===== src/rtl/sc_to_binary.sv =====
// Stochastic-to-binary converter: counts ones over a window of 2**LENGTH valid
// stream bits and returns (ones * maxnum) >> LENGTH on a valid/ready output.
module sc_to_binary #(
    parameter int LENGTH = 8
) (
    input  logic              clk,
    input  logic              reset,
    input  logic              start,
    input  logic [7:0]        maxnum,
    input  logic              SCnum,
    input  logic              sc_valid,
    output logic [LENGTH-1:0] Bnum,
    output logic              bnum_valid,
    input  logic              bnum_ready,
    output logic              busy,
    output logic [1:0]        state_dbg
);

    localparam logic [1:0] S_IDLE  = 2'd0;
    localparam logic [1:0] S_ACCUM = 2'd1;
    localparam logic [1:0] S_DONE  = 2'd2;

    localparam int PW = LENGTH + 9;
    localparam logic [PW-1:0] MAX_B = {{9{1'b0}}, {LENGTH{1'b1}}};

    logic [1:0]        state;
    logic [LENGTH:0]   ones;
    logic [LENGTH-1:0] bitcnt;
    logic [7:0]        maxnum_q;

    logic [LENGTH:0]   ones_final;
    logic [PW-1:0]     product;
    logic [PW-1:0]     prod_shift;
    logic [LENGTH-1:0] bnum_next;

    // ones_final can reach 2**LENGTH, hence the extra counter bit; the
    // shifted product only exceeds the output range when LENGTH < 8.
    always_comb begin
        ones_final = ones + {{LENGTH{1'b0}}, SCnum};
        product    = {8'b0, ones_final} * {{(LENGTH + 1){1'b0}}, maxnum_q};
        prod_shift = product >> LENGTH;
        bnum_next  = (prod_shift > MAX_B) ? {LENGTH{1'b1}} : prod_shift[LENGTH-1:0];
    end

    // Output handshake: Bnum is transferred on any rising edge where
    // bnum_valid && bnum_ready; bnum_valid and Bnum hold steady until then.
    always_ff @(posedge clk) begin
        if (reset) begin
            state      <= S_IDLE;
            Bnum       <= '0;
            bnum_valid <= 1'b0;
            ones       <= '0;
            bitcnt     <= '0;
            maxnum_q   <= '0;
        end else begin
            case (state)
                S_IDLE: begin
                    if (start) begin
                        state    <= S_ACCUM;
                        ones     <= '0;
                        bitcnt   <= '0;
                        maxnum_q <= maxnum;
                    end
                end
                S_ACCUM: begin
                    if (start) begin
                        ones     <= '0;
                        bitcnt   <= '0;
                        maxnum_q <= maxnum;
                    end else if (sc_valid) begin
                        ones   <= ones_final;
                        bitcnt <= bitcnt + LENGTH'(1);
                        if (&bitcnt) begin
                            state      <= S_DONE;
                            Bnum       <= bnum_next;
                            bnum_valid <= 1'b1;
                        end
                    end
                end
                S_DONE: begin
                    if (bnum_ready) begin
                        bnum_valid <= 1'b0;
                        if (start) begin
                            state    <= S_ACCUM;
                            ones     <= '0;
                            bitcnt   <= '0;
                            maxnum_q <= maxnum;
                        end else begin
                            state <= S_IDLE;
                        end
                    end
                end
                default: state <= S_IDLE;
            endcase
        end
    end

    assign busy      = (state == S_ACCUM);
    assign state_dbg = state;

endmodule

===== config.mk =====
export PLATFORM = sky130hd
export DESIGN_NAME = sc_to_binary
export DESIGN_NICKNAME = d
export VERILOG_FILES = /design/src/rtl/sc_to_binary.sv
export SDC_FILE = /design/constraint.sdc
export NUM_CORES = 1
export LEC_CHECK = 0
export ABC_AREA = 1
export BUFFER_PORTS_ARGS = -buffer_cell sky130_fd_sc_hd__buf_4
export CAP_MARGIN = 25
export CORE_ASPECT_RATIO = 1.4
export CORE_MARGIN = 1.5
export CORE_UTILIZATION = 56
export CTS_CLUSTER_SIZE = 16
export DETAILED_ROUTE_END_ITERATION = 10
export PLACE_DENSITY = 0.75
export SKIP_CTS_REPAIR_TIMING = 1
export SLEW_MARGIN = 10
export SYNTH_ARGS = -nofsm -noshare
export SYNTH_HDL_FRONTEND = slang
export SYNTH_SLANG_ARGS = --single-unit
export TNS_END_PERCENT = 1

===== constraint.sdc =====
create_clock -name clk -period 13.9 [get_ports clk]
set_input_delay 1.39 -clock clk [delete_from_list [all_inputs] [get_ports clk]]
set_output_delay 1.39 -clock clk [all_outputs]
set_load 0.02 [all_outputs]

==> impl_summary.log, run 1 <==
[metrics] outcome: complete, no violations
[metrics] highest metal layer with signal wires: met4
[metrics] number of nets in the synthesized netlist: around 650
[metrics] critical path launch point type: primary input
[metrics] buffer levels on the longest clock path: 2
[metrics] IO Port Bufs: 25
[metrics] class of the tightest hold or removal check: reg -> reg
[metrics] delay of the slowest critical-path stage: 560 ps
[metrics] number of synthesized register bits: 36
[metrics] signed area change from the synthesized netlist to the final layout: 8.19%
[metrics] sum of negative setup slack: 0 ps
[metrics] area of all sequential standard cells: 721 um2
[metrics] Cell Rows: 36
[metrics] setup slack at placement: about 7600 ps
[metrics] multi-input combinational cell area: between 2000 and 3000 um2
[metrics] final-stage net count: approximately 670
[metrics] clock network power share: 0.369
[metrics] Crit path buffers/inverters: 5
[metrics] leading cell type in the layout, fill and taps excluded: sky130_fd_sc_hd__nand2_1
[metrics] sequential cell area fraction in the yosys report: 0.181
[metrics] category of the critical setup timing path: in -> reg
[metrics] Slew Viols, Final: 0
[metrics] worst setup margin: 7940 ps
[metrics] portion of synthesized cell area occupied by the leading cell type: 0.206
[metrics] Yosys top cell by area: sky130_fd_sc_hd__fa_1
[metrics] most frequent cells in the layout: sky130_fd_sc_hd__nand2_1 (113), sky130_fd_sc_hd__inv_1 (111), sky130_fd_sc_hd__nor2_1 (72)
[metrics] number of max-capacitance violations reported: 0
[metrics] DR iter-0 viols: 198
[metrics] total via count after detailed routing: about 3500
[metrics] number of fill cells in the layout: 679
[metrics] worst IR drop on VDD: 0.0696 mV
[metrics] peak fanout along the critical path: 7
[metrics] library cell contributing the largest single delay on the critical path: sky130_fd_sc_hd__fa_1
[metrics] First-pass DRT Iterations: 4
[metrics] leading cell types by total area after synthesis: sky130_fd_sc_hd__fa_1 (21%), sky130_fd_sc_hd__dfxtp_1 (18%), sky130_fd_sc_hd__ha_1 (12%), sky130_fd_sc_hd__nand2_1 (11%), sky130_fd_sc_hd__inv_1 (10%)
[metrics] detailed placer's ending HPWL: about 7300 um
[metrics] htree depth: 2
[metrics] detailed-routing wirelength on met1: 3550 um
[metrics] internal power: between 0.1 and 0.15 mW
[metrics] largest clock skew in the final design: ~6.6 ps
[metrics] height of the die: 103 um
[metrics] overall overflow remaining after global route: 0
[metrics] Avg Inst Size Synth: 7.21 um2
[metrics] final worst path period need: 5960 ps
[metrics] All-Layer GR Usage: 0.255
[metrics] clock slew at reported path FFs: 80 ps
[metrics] Via density: 5.23
[metrics] share of total power in sequential cells: 0.509
[metrics] leakage component of the power: 2.30 nW
[metrics] critical path data required time: 14110 ps
[metrics] reg2reg setup slack: about 8800 ps
[metrics] switching share of total power: 0.299
[metrics] CP Data Arrival Time: 6180 ps
[metrics] cell family with the largest share of critical-path delay: adder cells
[metrics] number of instances in the synthesized netlist: 553
[metrics] final number of setup-violating endpoints: 0
[metrics] Initial Util: 0.575
[metrics] switching power: approximately 0.064 mW
[metrics] ratio of final minimum period to clock period: 0.429
[metrics] number of warning messages in the yosys log: 0
[metrics] clock buffers created by TritonCTS: 5
[metrics] Final Hold Fails: 0
[metrics] setup repair after global routing missed its margin: false
[metrics] DR WL met3: 396 um
[metrics] synth unique cells: 38
[metrics] Least-Margin Pin Slew: 574 ps
[metrics] Final ANT Viol Nets: 0
[metrics] clock tree from TritonCTS: done
[metrics] residual DRC count: 0
[metrics] maximum number of pins on one net before global-route repair: 19
[metrics] count of inserted antenna diode cells: 0
[metrics] GP Congestion: 0.941
[metrics] CTS root buf: sky130_fd_sc_hd__clkbuf_8
[metrics] crit-path most repeated cell: sky130_fd_sc_hd__nand2_1
[metrics] num ports: 26
[metrics] fmax: 168 MHz
[metrics] Post-Syn Area: 3990 um2
[metrics] total length of routed met2 wires: 4770 um
[metrics] power density over cell area: between 40 and 50 nW/um2
[metrics] clock sink count: 36
[metrics] kind of capture point of the worst setup path: flip-flop
[metrics] via count of the first global-routing pass: 3299
[metrics] initial antenna violation count: 0
[metrics] full die area: 7640 um2
[metrics] layout cells sized above 1: 0.106
[metrics] first-pass GRT wire length: 14900 um
[metrics] clock latency on the worst-skew pair: roughly 310 ps
[metrics] Comb power frac: 0.122
[metrics] Core ar.: 6940 um2
[metrics] width of the die: around 74 um
[metrics] worst relative slew slack: 0.617
[metrics] routed length per placed instance: 13.3 um
[metrics] total detailed-routing wirelength: ~9000 um
[worst min-delay path: cells and delay by family (launching register included)]
family | cells | cell delay (ps)
AOI/OAI and AO/OA | 1 | 50
DFF | 1 | 320
and+or+nand+nor | 1 | 60
[layout make-up]
type	count	area share
inverter	117	0.102
tap	95	0.0276
multi-input combinational	391	0.640
clock buffer	7	0.0177
timing repair buffer	25	0.0435
sequential	36	0.167
clock inverter	1	0.00203
[final timing paths]
path                         from                   end  cells after the start
max                         SCnum  Bnum[7]$_SDFFE_PP0P_                     25
min          ones[5]$_SDFFE_PP0P_  ones[5]$_SDFFE_PP0P_                      2
max reg2reg  ones[0]$_SDFFE_PP0P_  Bnum[7]$_SDFFE_PP0P_                     24
min reg2reg  ones[5]$_SDFFE_PP0P_  ones[5]$_SDFFE_PP0P_                      2
[power by group through the flow]
| stage | Combinational, mW | Clock (mW) | Sequential, mW |
|---|---|---|---|
| after CTS | 0.0259 | 0.0807 | 0.108 |
| after floorplan | 0.0169 | 0 | 0.110 |
| after detailed placement | 0.0258 | 0 | 0.111 |
| after global placement | 0.0254 | 0 | 0.111 |
| after global routing | 0.0287 | 0.0843 | 0.109 |
| final | 0.0260 | 0.0788 | 0.109 |
[synth_stat cells]
cell type,number
sky130_fd_sc_hd__nand2_1,113
sky130_fd_sc_hd__inv_1,111
sky130_fd_sc_hd__nor2_1,72
sky130_fd_sc_hd__fa_1,41
sky130_fd_sc_hd__a21oi_1,37
sky130_fd_sc_hd__ha_1,37
sky130_fd_sc_hd__dfxtp_1,36
sky130_fd_sc_hd__o21ai_0,21
sky130_fd_sc_hd__nand3_1,16
sky130_fd_sc_hd__a31oi_1,7
sky130_fd_sc_hd__nor3_1,6
sky130_fd_sc_hd__inv_2,5
sky130_fd_sc_hd__nand2_2,5
sky130_fd_sc_hd__nand4_1,5
sky130_fd_sc_hd__buf_6,3
sky130_fd_sc_hd__clkbuf_1,3
sky130_fd_sc_hd__nand2_4,3
sky130_fd_sc_hd__nand3_2,3
sky130_fd_sc_hd__xor2_1,3
sky130_fd_sc_hd__a21oi_2,2
sky130_fd_sc_hd__nor2_2,2
sky130_fd_sc_hd__nor2_4,2
sky130_fd_sc_hd__nor4_1,2
sky130_fd_sc_hd__o21ai_1,2
sky130_fd_sc_hd__o21bai_1,2
sky130_fd_sc_hd__or2_2,2
sky130_fd_sc_hd__a21o_1,1
sky130_fd_sc_hd__a311oi_1,1
sky130_fd_sc_hd__buf_2,1
sky130_fd_sc_hd__buf_4,1
sky130_fd_sc_hd__clkbuf_4,1
sky130_fd_sc_hd__clkinv_2,1
sky130_fd_sc_hd__nand3b_2,1
sky130_fd_sc_hd__nor3_2,1
sky130_fd_sc_hd__nor3_4,1
sky130_fd_sc_hd__nor3b_2,1
sky130_fd_sc_hd__o21ai_2,1
sky130_fd_sc_hd__xnor2_1,1
[kinds of logic (layout without fill, tap and decap cells)]
group | count (synthesis) | after routing | synth area share
simple gates | 235 | 235 | 0.261
buf+inv | 126 | 150 | 0.127
fa+ha+maj | 78 | 78 | 0.322
compound gates | 74 | 74 | 0.101
flops | 36 | 36 | 0.181
xor+xnor | 4 | 4 | 0.00879
[state kept, by name (all words and copies together), names as in the netlist]
register	count
bitcnt	8
Bnum	8
state_dbg	2
maxnum_q	8
ones	9
bnum_valid	1
[per-layer routing]
layer	vias to the layer above	track usage
met2	94	0.455
met1	1652	0.305
met3	18	0.0352
met4	0	0.105
met5	-	0
li1	1749	-
[through the flow]
step           hold slack, ps  power, mW  cells  instance area, um2   util
2_1_floorplan             443      0.127    553                3990      -
6_report                  470      0.213    672                4310  0.622
3_5_place_dp              459      0.137    664                4230  0.610
5_1_grt                   507      0.222    672                4310  0.622
4_1_cts                   472      0.215    672                4310  0.622
3_3_place_gp              454      0.136    664                4230  0.610
No activity file was read; power rests on OpenSTA's default activity.
==> run 2, diff against run 1 <==
clock period = 5.7 ns   (was 13.9 ns; I/O delays follow)
==> impl_summary.log, run 2 (synthesis gave the netlist of run 1 again) <==
[metrics] Core ar.: 6940 um2 (unchanged)
[metrics] setup repair after global routing missed its margin: false
[metrics] most frequent cells in the layout: sky130_fd_sc_hd__nand2_1 (113), sky130_fd_sc_hd__inv_1 (111), sky130_fd_sc_hd__nor2_1 (72)
[metrics] ratio of final minimum period to clock period: 0.912
[metrics] clock slew at reported path FFs: 80 ps (about the same)
[metrics] first-pass GRT wire length: 14900 um (+0.18%)
[metrics] class of the tightest hold or removal check: reg -> reg
[metrics] Final Hold Fails: 0 (unchanged)
[metrics] initial antenna violation count: 0 (unchanged)
[metrics] outcome: complete, no violations
[metrics] Final ANT Viol Nets: 0 (unchanged)
[metrics] CP Data Arrival Time: 5400 ps (-780 ps)
[metrics] signed area change from the synthesized netlist to the final layout: 8.38%
[metrics] detailed placer's ending HPWL: 7420 um (+1.8%)
[metrics] reg-to-reg startpoint: ones[0]$_SDFFE_PP0P_
[metrics] routed length per placed instance: 13.4 um (+0.90%)
[metrics] leading cell type in the layout, fill and taps excluded: sky130_fd_sc_hd__nand2_1
[metrics] via count of the first global-routing pass: 3323 (+0.73%)
[metrics] overall overflow remaining after global route: 0 (unchanged)
[metrics] num ports: 26 (unchanged)
[metrics] layout cells sized above 1: 0.107 (+0.00155)
[metrics] All-Layer GR Usage: 0.254 (-0.00121)
[metrics] critical path data required time: 5900 ps (-8210 ps)
[metrics] Post-Place Cell Area: 4240 um2 (+0.18%)
[metrics] count of inserted antenna diode cells: 0 (unchanged)
[metrics] DR iter-0 viols: 140 (-29%)
[metrics] residual DRC count: 0 (unchanged)
[metrics] clock buffers created by TritonCTS: 5 (unchanged)
[metrics] power density over cell area: 121 nW/um2 (+140%)
[metrics] htree depth: 2 (unchanged)
[metrics] maximum number of pins on one net before global-route repair: 19 (unchanged)
[metrics] Cell Rows: 36 (unchanged)
[metrics] largest clock skew in the final design: 9.32 ps (+2.76 ps)
[metrics] number of max-capacitance violations reported: 0 (unchanged)
[metrics] full die area: 7640 um2 (unchanged)
[metrics] buffer levels on the longest clock path: 2 (unchanged)
[metrics] final worst path period need: 5200 ps
[metrics] final number of setup-violating endpoints: 0 (unchanged)
[metrics] register with the most flip-flops: ones
[metrics] final-stage net count: 669 (+0.15%)
[metrics] Least-Margin Pin Slew: 575 ps (+1.22 ps)
[metrics] category of the critical setup timing path: in -> reg
[metrics] height of the die: 103 um (unchanged)
[metrics] cell depth of the worst flop-to-flop path: 24 (unchanged)
[metrics] width of the die: 74.3 um (unchanged)
[metrics] Via density: 5.25 (+0.36%)
[metrics] IO Port Bufs: 25 (unchanged)
[metrics] Initial Util: 0.575 (unchanged)
[metrics] critical path launch point type: primary input
[metrics] worst IR drop on VDD: 0.166 mV (+140%)
[metrics] clock latency on the worst-skew pair: 310 ps (about the same)
[metrics] leakage component of the power: 2.30 nW (+0.24%)
[metrics] peak fanout along the critical path: 7 (unchanged)
[metrics] clock tree from TritonCTS: done
[metrics] First-pass DRT Iterations: 5 (+1)
[metrics] fmax: 192 MHz
[metrics] GP Congestion: 0.944 (+0.33%)
[metrics] worst relative slew slack: 0.616 (-0.000811)
[metrics] sum of negative setup slack: 0 ps (unchanged)
[metrics] worst hold slack after final layout: 470 ps (-0.444 ps)
[metrics] total detailed-routing wirelength: 9050 um (+1.0%)
[metrics] post-route total power: 0.521 mW (+140%)
[metrics] area of all placed cells without fillers: 4320 um2 (+0.17%)
[metrics] number of stages on the worst hold path: 2 (unchanged)
[metrics] origin of the worst min-delay path: ones[5]$_SDFFE_PP0P_
[metrics] clock sink count: 36 (unchanged)
[metrics] Slew Viols, Final: 0 (unchanged)
[metrics] total via count after detailed routing: 3531 (+0.51%)
[metrics] CTS root buf: sky130_fd_sc_hd__clkbuf_8
[metrics] Largest register FFs: 9 (unchanged)
[metrics] kind of capture point of the worst setup path: flip-flop
[metrics] startpoint of the worst setup timing path: SCnum
==> run 2: layout make-up <==
type	count	area, um2
inverter	117	440
multi-input combinational	391	2760
clock buffer	7	76.3
timing repair buffer	26	195
fill	671	2620
clock inverter	1	8.76
tap	95	119
sequential	36	721
==> run 2: per-stage QoR <==
step	cells	setup slack, ps	utilization
6_report	673	503	0.623
5_1_grt	673	171	0.623
4_1_cts	673	516	0.623
3_5_place_dp	665	195	0.611
3_3_place_gp	665	300	0.611
2_1_floorplan	553	670	-
==> run 2: routing by layer <==
layer | GRT usage | vias to the layer above | wire length [um]
met3 | 0.0332 | 21 | 257
met5 | 0 | - | 0
met2 | 0.462 | 72 | 4890
met1 | 0.306 | 1686 | 3670
li1 | - | 1752 | -
met4 | 0.0811 | 0 | 224
==> run 2: final timing paths <==
check                         end  slack, ps
max          Bnum[7]$_SDFFE_PP0P_        500
max reg2reg  Bnum[7]$_SDFFE_PP0P_        560
min          ones[5]$_SDFFE_PP0P_        470
min reg2reg  ones[5]$_SDFFE_PP0P_        470
==> run 2: critical path, stage by stage <==
cell and delay, ps:
sky130_fd_sc_hd__buf_4 110, sky130_fd_sc_hd__ha_1 210, sky130_fd_sc_hd__ha_1 230, sky130_fd_sc_hd__nand4_1 140, sky130_fd_sc_hd__nor2_2 60, sky130_fd_sc_hd__or2_2 270
sky130_fd_sc_hd__nand2_1 220, sky130_fd_sc_hd__nor2_1 100, sky130_fd_sc_hd__fa_1 560, sky130_fd_sc_hd__fa_1 450, sky130_fd_sc_hd__fa_1 550, sky130_fd_sc_hd__inv_1 50
sky130_fd_sc_hd__fa_1 530, sky130_fd_sc_hd__inv_1 40, sky130_fd_sc_hd__ha_1 340, sky130_fd_sc_hd__nand2_1 110, sky130_fd_sc_hd__inv_1 50, sky130_fd_sc_hd__nand2_1 60
sky130_fd_sc_hd__nand2_1 60, sky130_fd_sc_hd__a21oi_1 170, sky130_fd_sc_hd__nand3_1 150, sky130_fd_sc_hd__nand2_4 140, sky130_fd_sc_hd__nand4_1 110, sky130_fd_sc_hd__nand2_1 80
sky130_fd_sc_hd__inv_1 40
==> run 2: power breakdown <==
group | switching, mW | internal (mW) | total, mW | leakage [nW]
Clock | 0.105 | 0.0875 | 0.193 | 0.0424
Sequential | 0.00786 | 0.257 | 0.265 | 0.292
Combinational | 0.0432 | 0.0200 | 0.0632 | 1.97
